--- config.mk ---
export PLATFORM = sky130hd
export DESIGN_NAME = stack_arbiter
export DESIGN_NICKNAME = d
export VERILOG_FILES = /design/src/rtl/stack_arbiter.sv
export SDC_FILE = /design/constraint.sdc
export NUM_CORES = 1
export LEC_CHECK = 0
export CORE_ASPECT_RATIO = 1.1
export CORE_MARGIN = 10
export CORE_UTILIZATION = 43
export DETAILED_ROUTE_END_ITERATION = 10
export GPL_ROUTABILITY_DRIVEN = 1
export GPL_TIMING_DRIVEN = 0
export PLACE_DENSITY = 0.77
export SLEW_MARGIN = 20
export SYNTH_ARGS = -nofsm -noshare
export SYNTH_HDL_FRONTEND = slang
export SYNTH_SLANG_ARGS = --single-unit
--- constraint.sdc ---
create_clock -name clk -period 2.2 [get_ports clk]
set_clock_uncertainty 0.1 [all_clocks]
set_input_delay 0.44 -clock clk [delete_from_list [all_inputs] [get_ports clk]]
set_output_delay 0.44 -clock clk [all_outputs]
set_load 0.03 [all_outputs]
--- src/rtl/stack_arbiter.sv ---
// stack_arbiter: round-robin sharing of one operand-stack memory port between
// the instruction control unit (port 0) and the frame/local-variable unit
// (port 1). Tracks occupancy and rejects overflow/underflow locally.
// Optional feature macro: STACK_ARB_TIMEOUT_EN (abandon a downstream op that
// has not completed after TIMEOUT wait cycles).
module stack_arbiter #(
  parameter int unsigned WIDTH   = 32,
  parameter int unsigned DEPTH   = 256,
  parameter int unsigned TIMEOUT = 64
) (
  input  logic                         clk,
  input  logic                         rst,
  input  logic                         req0_trigger,
  input  logic                         req0_push,
  input  logic [WIDTH-1:0]             req0_wdata,
  output logic [WIDTH-1:0]             req0_rdata,
  output logic                         req0_done,
  output logic                         req0_err,
  input  logic                         req1_trigger,
  input  logic                         req1_push,
  input  logic [WIDTH-1:0]             req1_wdata,
  output logic [WIDTH-1:0]             req1_rdata,
  output logic                         req1_done,
  output logic                         req1_err,
  output logic                         stk_trigger,
  output logic                         stk_push,
  output logic [WIDTH-1:0]             stk_wdata,
  input  logic [WIDTH-1:0]             stk_rdata,
  input  logic                         stk_done,
  output logic [$clog2(DEPTH+1)-1:0]   depth
);

  localparam int unsigned DW = $clog2(DEPTH + 1);

  // Elaboration guards on parameter ranges
  if (DEPTH < 1) begin : g_bad_depth
    $error("stack_arbiter: DEPTH must be >= 1");
  end
  if (TIMEOUT < 1) begin : g_bad_timeout
    $error("stack_arbiter: TIMEOUT must be >= 1");
  end

  typedef enum logic {
    IDLE = 1'b0,
    WAIT = 1'b1
  } state_t;

  state_t           state_q, state_d;
  logic [1:0]       pending_q, pending_d;
  logic [1:0]       push_q, push_d;
  logic [WIDTH-1:0] wdata0_q, wdata0_d;
  logic [WIDTH-1:0] wdata1_q, wdata1_d;
  logic             last_q, last_d;
  logic             cur_q, cur_d;
  logic             stk_trigger_d;
  logic             stk_push_d;
  logic [WIDTH-1:0] stk_wdata_d;
  logic [1:0]       done_d;
  logic [1:0]       err_d;
  logic [WIDTH-1:0] rdata0_d, rdata1_d;
  logic [DW-1:0]    depth_d;
  logic             gnt_c;
  logic             sel_push_c;
  logic [WIDTH-1:0] sel_wdata_c;

`ifdef STACK_ARB_TIMEOUT_EN
  localparam int unsigned CW = $clog2(TIMEOUT + 1);
  logic [CW-1:0]    cnt_q, cnt_d;
`endif

  // State register
  always_ff @(posedge clk) begin
    if (rst) state_q <= IDLE;
    else     state_q <= state_d;
  end

  // Next-state, capture, grant and completion logic
  always_comb begin
    state_d       = state_q;
    pending_d     = pending_q;
    push_d        = push_q;
    wdata0_d      = wdata0_q;
    wdata1_d      = wdata1_q;
    last_d        = last_q;
    cur_d         = cur_q;
    stk_trigger_d = 1'b0;
    stk_push_d    = stk_push;
    stk_wdata_d   = stk_wdata;
    done_d        = 2'b00;
    err_d         = 2'b00;
    rdata0_d      = req0_rdata;
    rdata1_d      = req1_rdata;
    depth_d       = depth;
    gnt_c         = 1'b0;
    sel_push_c    = 1'b0;
    sel_wdata_c   = '0;
`ifdef STACK_ARB_TIMEOUT_EN
    cnt_d         = cnt_q;
`endif

    // A trigger on an already-pending port is a protocol violation and dropped
    if (req0_trigger && !pending_q[0]) begin
      pending_d[0] = 1'b1;
      push_d[0]    = req0_push;
      wdata0_d     = req0_wdata;
    end
    if (req1_trigger && !pending_q[1]) begin
      pending_d[1] = 1'b1;
      push_d[1]    = req1_push;
      wdata1_d     = req1_wdata;
    end

    case (state_q)
      IDLE: begin
        if (|pending_q) begin
          gnt_c       = (&pending_q) ? ~last_q : pending_q[1];
          sel_push_c  = gnt_c ? push_q[1] : push_q[0];
          sel_wdata_c = gnt_c ? wdata1_q : wdata0_q;
          last_d      = gnt_c;
          cur_d       = gnt_c;
          if ((!sel_push_c && depth == '0) ||
              ( sel_push_c && depth == DW'(DEPTH))) begin
            // Reject locally: memory is never touched
            pending_d[gnt_c] = 1'b0;
            done_d[gnt_c]    = 1'b1;
            err_d[gnt_c]     = 1'b1;
          end else begin
            stk_trigger_d = 1'b1;
            stk_push_d    = sel_push_c;
            stk_wdata_d   = sel_wdata_c;
            state_d       = WAIT;
`ifdef STACK_ARB_TIMEOUT_EN
            cnt_d         = '0;
`endif
          end
        end
      end

      WAIT: begin
        if (stk_done) begin
          if (stk_push) begin
            depth_d = depth + DW'(1);
          end else begin
            depth_d = depth - DW'(1);
            if (cur_q) rdata1_d = stk_rdata;
            else       rdata0_d = stk_rdata;
          end
          pending_d[cur_q] = 1'b0;
          done_d[cur_q]    = 1'b1;
          state_d          = IDLE;
        end
`ifdef STACK_ARB_TIMEOUT_EN
        else if (cnt_q == CW'(TIMEOUT - 1)) begin
          // Give up on the downstream op; occupancy and read data untouched
          pending_d[cur_q] = 1'b0;
          done_d[cur_q]    = 1'b1;
          err_d[cur_q]     = 1'b1;
          state_d          = IDLE;
        end else begin
          cnt_d = cnt_q + CW'(1);
        end
`endif
      end

      default: state_d = IDLE;
    endcase
  end

  // Datapath and output registers
  always_ff @(posedge clk) begin
    if (rst) begin
      pending_q   <= 2'b00;
      push_q      <= 2'b00;
      wdata0_q    <= '0;
      wdata1_q    <= '0;
      last_q      <= 1'b1;
      cur_q       <= 1'b0;
      stk_trigger <= 1'b0;
      stk_push    <= 1'b0;
      stk_wdata   <= '0;
      req0_done   <= 1'b0;
      req1_done   <= 1'b0;
      req0_err    <= 1'b0;
      req1_err    <= 1'b0;
      req0_rdata  <= '0;
      req1_rdata  <= '0;
      depth       <= '0;
`ifdef STACK_ARB_TIMEOUT_EN
      cnt_q       <= '0;
`endif
    end else begin
      pending_q   <= pending_d;
      push_q      <= push_d;
      wdata0_q    <= wdata0_d;
      wdata1_q    <= wdata1_d;
      last_q      <= last_d;
      cur_q       <= cur_d;
      stk_trigger <= stk_trigger_d;
      stk_push    <= stk_push_d;
      stk_wdata   <= stk_wdata_d;
      req0_done   <= done_d[0];
      req1_done   <= done_d[1];
      req0_err    <= err_d[0];
      req1_err    <= err_d[1];
      req0_rdata  <= rdata0_d;
      req1_rdata  <= rdata1_d;
      depth       <= depth_d;
`ifdef STACK_ARB_TIMEOUT_EN
      cnt_q       <= cnt_d;
`endif
    end
  end

endmodule

==> impl_metrics.ini <==
[placed_design]
port_buffers = 213
dpl.hpwl_microns = 17500
place_congestion = 0.842
place_area_sq_um = 9550

[setup_path]
crit_chain = clkinvlp_4 -> buf_12 -> buf_6 -> ha_4 -> or4_4 -> o22ai_2 -> mux2i_1 -> mux2_1
arrival_ns = 2.47
start_kind = register
cp_slowest_cell = or4_4
required_ns = 2.41
max_stage_delay_ns = 0.47
critPathKind = register to register
critPathMaxFanout = 7
worst_setup_path_end_kind = register
r2r_cells = 8

[timing]
worst_pin_slew_ns = 0.803
period_minus_slack_ns = 2.25
setup_viol_count_final = 2
relSlewSlack_pct = 46.5
clock.fmax_ghz = 0.444
period_share_pct = 102
layout_setup_ws_ns = -0.0521
final_hold_viol_count = 0
final_max_slew_viol_count = 0
rsz0062_at_grt = yes

[global_routing]
grt_max_degree = 17
antenna_found_initial = 0
grt_overflow = 0
grt_usage_pct = 21.1
grt_pass1_wl_microns = 37300
grt_pass1_vias = 7068

[synth]
yosys_warnings = 0
synthTopCellsByArea = dfxtp_1 51%, nand2_1 14%, a21oi_1 12%
ys.flop_type = dfxtp_1
synth_commonest_cells = 268 x nand2_1, 182 x dfxtp_1, 171 x a21oi_1, 54 x clkbuf_1, 34 x mux2i_1
yosysTopAreaCellShare_pct = 50.9
syn_nets = 956
yosysMostFrequentCell = nand2_1
yosysSeqAreaShare_pct = 50.9
synth_cell_types = 46
synth-edff-count = 0
synth.avg_cell_area_sq_um = 8.47
synth_area_leader_cell = dfxtp_1
synthCells = 845
synth_seq_cells = 182
syn_area_sq_um = 7160
async_reset_ff_share_pct = 0

[floorplan]
core_area_sq_um = 16400
ios = 214
design.die.area_sq_um = 22200
initial_core_util_pct = 43.7
fp.dieH_microns = 155
num_rows = 49
die_x_microns = 143

[min_path]
hold_path_class = register to register
hold_depth = 2

[flow_run]
cap_violations = 0

[layout]
syn2layout_area_growth_pct = 45.4
final_core_util_pct = 63.6
finalInstanceArea_sq_um = 10400
drive_gt1_share_pct = 10.3
fin_nets = 1196
n_antenna_cell = 0
nFillCells = 1421

[cts]
clk_pin_slew_ns = 0.07
h-tree-depth = 4
cts-root-buf = clkbuf_16
cts.sinks = 182
insertion_delay_ns = 0.43
clockBufferDepth = 2
cts_tree = done
cts-buffers-inserted = 17

[detailed_routing]
post-route-drc-count = 0
first_pass_iters = 7
routed_wl_microns = 23600
avgViaCountPerCell = 5.25
wl_per_cell_microns = 18.1
num_vias = 6840
antenna_left = 0
initialDrtViolationCount = 259

[pwr]
cellPowerDensity_nw_per_um2 = 1160
p_leak_nw = 3.66
ir_drop_mv = 0.632

[status]
outcome = complete, but fails checks
violations = negative setup slack
[worst max-delay path: cells and delay by family, from the launching register on]
family / cells / cell delay [ns]
fa+ha+maj: 1 / 0.15
simple gates: 1 / 0.47
compound gates: 1 / 0.12
flops: 1 / 0.37
mux: 2 / 0.57
buf+inv: 3 / 0.36
[power breakdown]
group          internal, W  total [W]  leakage [nW]  switching [W]
clock              0.00187    0.00322         0.298        0.00135
combinational      0.00202    0.00484          1.87        0.00282
sequential         0.00376    0.00406          1.49       0.000299
total              0.00764     0.0121          3.66        0.00446
[state kept, by name, indices dropped and copies added (netlist names), 2 cells and up]
name,cells
req0_rdata,32
req1_rdata,32
stk_wdata,32
wdata0_q,32
wdata1_q,32
depth,9
pending_q,2
push_q,2
[cell usage in the layout, fill, tap and decap left out, types with 3 or more instances in the layout]
cell type | netlist | final
clkinvlp_4 | 0 | 3
nand2_1 | 268 | 268
a21oi_1 | 171 | 170
inv_6 | 0 | 4
bufinv_16 | 0 | 3
nand2b_1 | 3 | 3
buf_1 | 6 | 4
dfxtp_1 | 182 | 179
buf_6 | 5 | 8
a211oi_2 | 30 | 30
clkbuf_1 | 54 | 41
clkdlybuf4s50_1 | 0 | 212
inv_1 | 5 | 4
ha_4 | 0 | 4
nor3_1 | 6 | 5
mux2i_1 | 34 | 33
nor4_1 | 4 | 3
buf_4 | 1 | 7
a211oi_1 | 6 | 6
clkbuf_2 | 0 | 13
nor2b_1 | 5 | 4
nand3_1 | 5 | 5
and2_1 | 6 | 5
o21ai_0 | 5 | 4
clkbuf_16 | 0 | 17
nor2_1 | 12 | 11
[path summary, 6_finish.rpt]
| check | start | endpoint | slack [ns] |
|---|---|---|---|
| setup reg to reg | stk_push$_SDFFE_PP0P_ | depth[8]$_SDFFE_PP0P_ | -0.05 |
| hold reg to reg | req1_rdata[4]$_SDFFE_PP0P_ | req1_rdata[4]$_SDFFE_PP0P_ | 0.35 |
| hold / removal | req1_rdata[4]$_SDFFE_PP0P_ | req1_rdata[4]$_SDFFE_PP0P_ | 0.35 |
| setup / recovery | stk_push$_SDFFE_PP0P_ | depth[8]$_SDFFE_PP0P_ | -0.05 |
[per-stage QoR]
stage	TNS, ns	hold WS (ns)	std cells	total power [W]	setup slack, ns
floorplan	-0.0634	0.336	845	0.00710	-0.0634
global placement	-68.56	0.340	1262	0.00855	-0.611
detailed placement	-73.55	0.346	1262	0.00862	-0.668
CTS	-0.0804	0.355	1303	0.0121	-0.0443
finish	-0.0969	0.352	1302	0.0121	-0.0521
global route	-0.308	0.367	1302	0.0127	-0.119
[area by class of cell]
cell class / count / area (sq um) / area share (%)
sequential: 182 / 3650 / 35.1
tap: 204 / 255 / 2.45
timing repair buffer: 222 / 2220 / 21.3
clock inverter: 12 / 163 / 1.56
buffer: 66 / 320 / 3.08
clock buffer: 20 / 457 / 4.39
multi-input combinational: 591 / 3330 / 31.9
inverter: 5 / 22.5 / 0.216
[cells by family (layout without fill, tap and decap cells)]
group / Yosys count / in the layout / share of synthesized area (%)
AND/OR/NAND/NOR: 320 / 320 / 18.2
AO/OA/AOI/OAI: 226 / 226 / 19.8
flip-flops: 182 / 182 / 50.9
buffers and inverters: 72 / 325 / 4.37
multiplexers: 36 / 36 / 5.12
adder cells (fa/ha/maj): 8 / 8 / 1.50
XOR/XNOR: 1 / 1 / 0.122
[timing repair]
| item | CTS | global route |
|---|---|---|
| resized for setup | 30 | 25 |
| setup endpoints to repair | 106 | 128 |
| hold buffers | 0 | 0 |
| pin swaps | 5 | 4 |
| buffers inserted | 9 | 0 |
[metal layers]
layer / wire length, microns / GRT usage, % / vias up / share of wire, %
li1: - / - / 3340 / -
met1: 9110 / 22.9 / 3190 / 39
met5: 0 / 0 / - / 0
met4: 461 / 7.28 / 0 / 2.0
met2: 10800 / 34.1 / 275 / 46
met3: 3200 / 11.4 / 35 / 14
(Power assumes the default switching activity.)
